File: src/rtl/fifo_rx.sv
// fifo_rx: receive-side byte assembler.
// Collects bytes from the UART receiver into a block of 2**ADDR_SPACE_EXP
// words for the decrypt datapath. The first byte lands in word 0 (bits [7:0]).
// Once the block is complete it is held until read_block releases it.
// Block state is implied by count: EMPTY (0), FILLING (1..WORDS-1), FULL (WORDS).
module fifo_rx #(
    parameter int DATA_SIZE      = 8,
    parameter int ADDR_SPACE_EXP = 4
) (
    input  logic                                         clk_100MHz,
    input  logic                                         reset_n,
    input  logic [DATA_SIZE-1:0]                         rx_data_in,
    input  logic                                         rx_data_valid,
    input  logic                                         read_block,
    input  logic                                         flush,
    output logic [DATA_SIZE*(2**ADDR_SPACE_EXP)-1:0]     block_data_out,
    output logic [ADDR_SPACE_EXP:0]                      count,
    output logic                                         full,
    output logic                                         empty,
    output logic                                         overflow
);

    localparam int WORDS = 2**ADDR_SPACE_EXP;
    localparam logic [ADDR_SPACE_EXP:0]   COUNT_LAST = (ADDR_SPACE_EXP+1)'(WORDS-1);
    localparam logic [ADDR_SPACE_EXP:0]   COUNT_ONE  = (ADDR_SPACE_EXP+1)'(1);
    localparam logic [ADDR_SPACE_EXP-1:0] ADDR_ONE   = ADDR_SPACE_EXP'(1);

    logic [DATA_SIZE-1:0]      memory [WORDS];
    logic [ADDR_SPACE_EXP-1:0] wr_addr;
    logic [ADDR_SPACE_EXP-1:0] store_addr;
    logic                      release_blk;
    logic                      store_byte;
    logic                      drop_byte;

    // Decode this cycle's action; flush overrides everything else.
    // A release and a write in the same cycle restart the block at word 0.
    always_comb begin
        release_blk = !flush && full && read_block;
        store_byte  = !flush && rx_data_valid && (!full || read_block);
        drop_byte   = !flush && rx_data_valid && full && !read_block;
        store_addr  = release_blk ? '0 : wr_addr;
    end

    // Pointer, occupancy and status flags.
    always_ff @(posedge clk_100MHz or negedge reset_n) begin
        if (!reset_n) begin
            wr_addr  <= '0;
            count    <= '0;
            full     <= 1'b0;
            empty    <= 1'b1;
            overflow <= 1'b0;
        end else if (flush) begin
            wr_addr  <= '0;
            count    <= '0;
            full     <= 1'b0;
            empty    <= 1'b1;
            overflow <= 1'b0;
        end else if (release_blk) begin
            full <= 1'b0;
            if (store_byte) begin
                wr_addr <= ADDR_ONE;
                count   <= COUNT_ONE;
                empty   <= 1'b0;
            end else begin
                wr_addr <= '0;
                count   <= '0;
                empty   <= 1'b1;
            end
        end else if (store_byte) begin
            // wr_addr wraps to 0 naturally on the last word
            wr_addr <= wr_addr + ADDR_ONE;
            count   <= count + COUNT_ONE;
            empty   <= 1'b0;
            full    <= (count == COUNT_LAST);
        end else if (drop_byte) begin
            overflow <= 1'b1;
        end
    end

    // Word storage; only reset clears it, so a released block stays visible
    // until it is overwritten word by word.
    always_ff @(posedge clk_100MHz or negedge reset_n) begin
        if (!reset_n) begin
            for (int i = 0; i < WORDS; i++) begin
                memory[i] <= '0;
            end
        end else if (store_byte) begin
            memory[store_addr] <= rx_data_in;
        end
    end

    // Flatten storage onto the block output, word i at bits [8i+7:8i].
    for (genvar gi = 0; gi < WORDS; gi++) begin : g_pack
        assign block_data_out[gi*DATA_SIZE +: DATA_SIZE] = memory[gi];
    end

endmodule

File: config.mk
export PLATFORM = sky130hd
export DESIGN_NAME = fifo_rx
export DESIGN_NICKNAME = d
export VERILOG_FILES = /design/src/rtl/fifo_rx.sv
export SDC_FILE = /design/constraint.sdc
export NUM_CORES = 1
export LEC_CHECK = 0
export BUFFER_PORTS_ARGS = -buffer_cell sky130_fd_sc_hd__buf_2
export CAP_MARGIN = 20
export CORE_ASPECT_RATIO = 0.9
export CORE_MARGIN = 2
export CORE_UTILIZATION = 49
export CTS_BUF_LIST = sky130_fd_sc_hd__clkbuf_4 sky130_fd_sc_hd__clkbuf_8
export CTS_CLUSTER_SIZE = 25
export DETAILED_ROUTE_END_ITERATION = 10
export PLACE_DENSITY = 0.76
export SLEW_MARGIN = 10
export SYNTH_ARGS = -nofsm -noshare
export SYNTH_HDL_FRONTEND = slang
export SYNTH_SLANG_ARGS = --single-unit
File: constraint.sdc
create_clock -name clk_100MHz -period 1.79 [get_ports clk_100MHz]
set_input_delay 0.2685 -clock clk_100MHz [delete_from_list [all_inputs] [get_ports clk_100MHz]]
set_output_delay 0.2685 -clock clk_100MHz [all_outputs]
set_load 0.1 [all_outputs]
==> implementation parameters <==
Parameter                              Value

Hold path
  Number of cells traversed by the worst hold path ... 3
  Worst min path class ... in2reg

Routing
  Total length of routed wires ... between 10000 and 15000 um
  Wire length per cell after detailed routing ... ~19 um
  Metal2 WL ... roughly 6800 um
  Post-route DRC violation count ... 0
  Routed Antenna Nets ... 0
  Uppermost metal layer occupied by signal nets ... met4
  First-iteration detailed-routing DRC count ... about 220
  Router iterations before antenna repair ... 4
  Wl on met1 ... a little over 6000 um
  Routed via count divided by cell count ... 5.268
  Overall via count from detail_route ... ~3800
  Length of routed met3 wiring ... roughly 680 um

Layout
  Top library cells by usage in the layout, fill and taps aside ... buf_2, dfrtp_1, mux2_2
  Relative area change from synthesis to final layout ... 33.46%
  Final Net Count ... about 560
  FILL cells ... between 700 and 800
  Ratio of cells with drive above 1 in the final layout ... around 65%
  Filler-free cell count of the finished design ... just over 700
  Diode insertion count for antenna repair ... 0
  Commonest non-fill, non-tap cell in the layout ... buf_2

Clocking
  Clk sink count ... between 100 and 150
  Clock buffer count from CTS ... 17
  Worst-skew pair later-pin latency ... between 400 and 500 ps
  Clock transition at the registers of the reported paths ... around 80 ps
  Clock H-tree levels ... 4
  Number of buffers on the longest clock path ... 2
  Clock tree from TritonCTS ... yes
  Clock tree root buffer cell ... clkbuf_8

Setup path
  WP buf/inv ... 2
  Number of cells on the critical path ... 5
  Critical Path Fanout Max ... 8
  Depth of the most critical reg-to-reg path ... 5
  Critical path startpoint category ... flop
  Cells along the critical path ... or4b_4 > buf_6 > nor3_4 > buf_6 > mux2_4
  Crit path max-delay family ... simple AND/OR/NAND/NOR gates
  Signal arrival time at the worst endpoint ... approximately 2300 ps
  Required time at the worst-slack endpoint ... 2130 ps
  Crit-path slowest cell ... or4b_4
  Max incr delay on CP ... ~540 ps
  Cell occurring most often along the worst timing path ... buf_6
  Kind of capture point of the worst setup path ... flop
  Critical setup path kind ... reg2reg

Placed design
  Half-perimeter wire length after placement ... 9419 um
  Weighted congestion at the end of routability-driven global placement ... roughly 0.79
  Input/output buffers ... approximately 150
  Cell total after placement ... ~680

Synthesis
  Multiplexer area fraction after synthesis ... 26.40%
  Post-synthesis instance area ... between 0.005 and 0.006 mm2
  Post-synthesis simple-gate area fraction ... 5.890%
  Arithmetic-cell share of the synthesized area counting full adders, half adders and majority gates ... less than 1%
  Net count after synthesis ... between 300 and 400
  Flops & latches, synth ... 140
  Share of synthesized area occupied by flip-flops and latches ... 62.02%
  Post-Syn Instances ... approximately 370
  Number of warnings printed during yosys synthesis ... 0
  Largest family of logic cells by synthesized area ... multiplexers
  Synth cell types ... a little over 40
  Xor/xnor share of the synthesized area ... 0%
  Compound-gate portion of the synthesized area ... approximately 3.2%
  Post-Syn Area per Cell ... 15.44 um2

Timing
  Highest attainable clock frequency ... about 0.52 GHz
  Setup violations, final ... 60
  Worst clock skew ... 11.75 ps
  Setup repair after global routing missed its margin ... yes
  Total count of hold-check failures in the final report ... 0
  Worst-case hold slack ... ~240 ps
  Final period utilization ... 106.8%
  Max-Slew Margin vs Limit ... roughly two thirds
  Min cycle time layout ... ~1900 ps
  Final WS setup ... -121.0 ps
  Tightest Pin Transition ... 502.0 ps
  Max-slew violation total from the final report ... 0

Outcome
  Run status ... finished with violations
  Violated checks ... negative setup slack

Power and ir drop
  Fraction of power consumed by sequential logic ... 39.6%
  Leakage component of the power ... between 0.004 and 0.005 uW
  Largest vdd supply drop ... 0.7686 mV
  Switching Share ... 39.82%
  Cell internal power dissipation ... 5422 uW
  Pwr dens ... ~1200 mW/mm2
  Combinational cell fraction of total power ... between 20% and 30%
  Switching power of the nets ... 3588 uW
  Power share of the clock group ... a little under a third

Die
  Area of the core region ... 0.01134 mm2
  Starting utilization of the core area ... roughly 50%
  Die width ... approximately 120 um
  Die Footprint ... roughly 0.012 mm2
  Number of ports placed on the die boundary ... 149
  Height of the die ... 105.9 um
  Number of core rows ... 37

Job
  # Max-Cap Violations ... 0

Global routing
  First-pass GRT wire length ... approximately 22000 um
  Maximum number of pins on one net before global-route repair ... 50
  GRT Total Usage ... about a quarter
  Antenna violations before repair ... 0
  Global route overflow ... 0
  Number of global-route vias before repair ... between 3000 and 4000
-- path summary, 6_finish.rpt --
check / from / to / slack, ps
min in group asynchronous: reset_n / block_data_out[110] / 310
worst min register to register: block_data_out[121] / block_data_out[121] / 500
worst max-delay path: full / block_data_out[14] / -120
worst min-delay path: flush / count[4] / 240
max in group asynchronous: reset_n / block_data_out[121] / 850
worst max register to register: full / block_data_out[14] / -120
-- metrics by stage --
step           util [%]  total power, uW  setup WS [ps]  TNS, ps  instance area [um2]
2_1_floorplan         -             5661         -376.8   -22590                 5736
3_3_place_gp      60.68             6159         -132.1    -3603                 6883
3_5_place_dp      60.68             6204         -145.6    -5078                 6883
4_1_cts           66.25             9068         -123.3    -3508                 7515
5_1_grt           66.49             9286         -165.0    -8270                 7541
6_report          66.49             9010         -121.0    -3989                 7541
-- registers in the layout, indices dropped and copies added (netlist names) --
| signal | flops |
|---|---|
| overflow | 1 |
| block_data_out | 128 |
| empty | 1 |
| full | 1 |
| count | 5 |
| wr_addr | 4 |
-- layout make-up --
type | instances | area [um2] | area share, %
Sequential cell | 140 | 3520 | 46.67
Multi-Input combinational cell | 202 | 2250 | 29.83
Timing Repair Buffer | 183 | 1131 | 15.00
Clock buffer | 21 | 276.5 | 3.667
Tap cell | 156 | 195.2 | 2.588
Clock inverter | 11 | 157.7 | 2.091
Inverter | 3 | 11.26 | 0.1493
-- power groups by stage --
stage          logic [uW]  clock network (uW)  registers (uW)
2_1_floorplan         315                   0            5350
3_3_place_gp         2560                   0            3600
3_5_place_dp         2590                   0            3620
4_1_cts              2700                2800            3560
5_1_grt              2770                2920            3590
6_report             2700                2750            3570
-- cells by family (layout without fill, tap and decap cells) --
kind of cell	after synthesis	in the layout
fa+ha+maj	3	3
mux	130	130
compound gates	25	25
flops	140	140
buf+inv	24	218
simple gates	44	44
-- tightest hold or removal path, stage by stage --
cell	delay, ps
buf_2	120
buf_4	200
a21oi_1	60
-- cells in the mapped netlist, drive strengths merged --
cell | count | area share [%]
dfstp | 1 | 0.47
nor4 | 2 | 0.75
o31ai | 3 | 0.40
o21ai | 1 | 0.088
a211oi | 2 | 0.27
and4bb | 1 | 0.22
mux2i | 2 | 0.35
or4 | 4 | 0.53
o211ai | 2 | 0.44
nand2 | 3 | 0.20
nor4b | 1 | 0.27
dfrtp | 139 | 62
nor2 | 6 | 0.40
nand4 | 4 | 0.44
or3 | 1 | 0.11
nand3b | 2 | 0.27
or4b | 1 | 0.18
and4b | 1 | 0.18
clkbuf | 16 | 1.1
a2bb2oi | 2 | 0.31
nand4bb | 1 | 0.20
nor2b | 4 | 0.44
inv | 3 | 0.20
a21oi | 10 | 0.89
nand3 | 2 | 0.18
nand2b | 5 | 0.55
o211a | 1 | 0.18
a31oi | 1 | 0.22
buf | 5 | 0.53
o22a | 1 | 0.16
mux2 | 128 | 26
a211o | 1 | 0.16
and3 | 1 | 0.11
o21bai | 1 | 0.13
and3b | 1 | 0.16
ha | 3 | 0.66
nor3 | 4 | 0.71
-- timing repair --
action | 4_1_cts | 5_1_grt
setup buffers | 1 | 1
pin swaps | 1 | 0
hold buffers | 1 | 0
gates resized for setup | 46 | 3
setup endpoints to repair | 83 | 97
hold endpoints to repair | 40 | 0
-- layer usage --
metal / GRT usage [%] / up-vias
met5: 0 / -
met4: 7.059 / 0
met3: 6.268 / 18
met2: 36.99 / 106
met1: 32.91 / 1957
li1: - / 1691
Power figures use the tool's default switching activity.
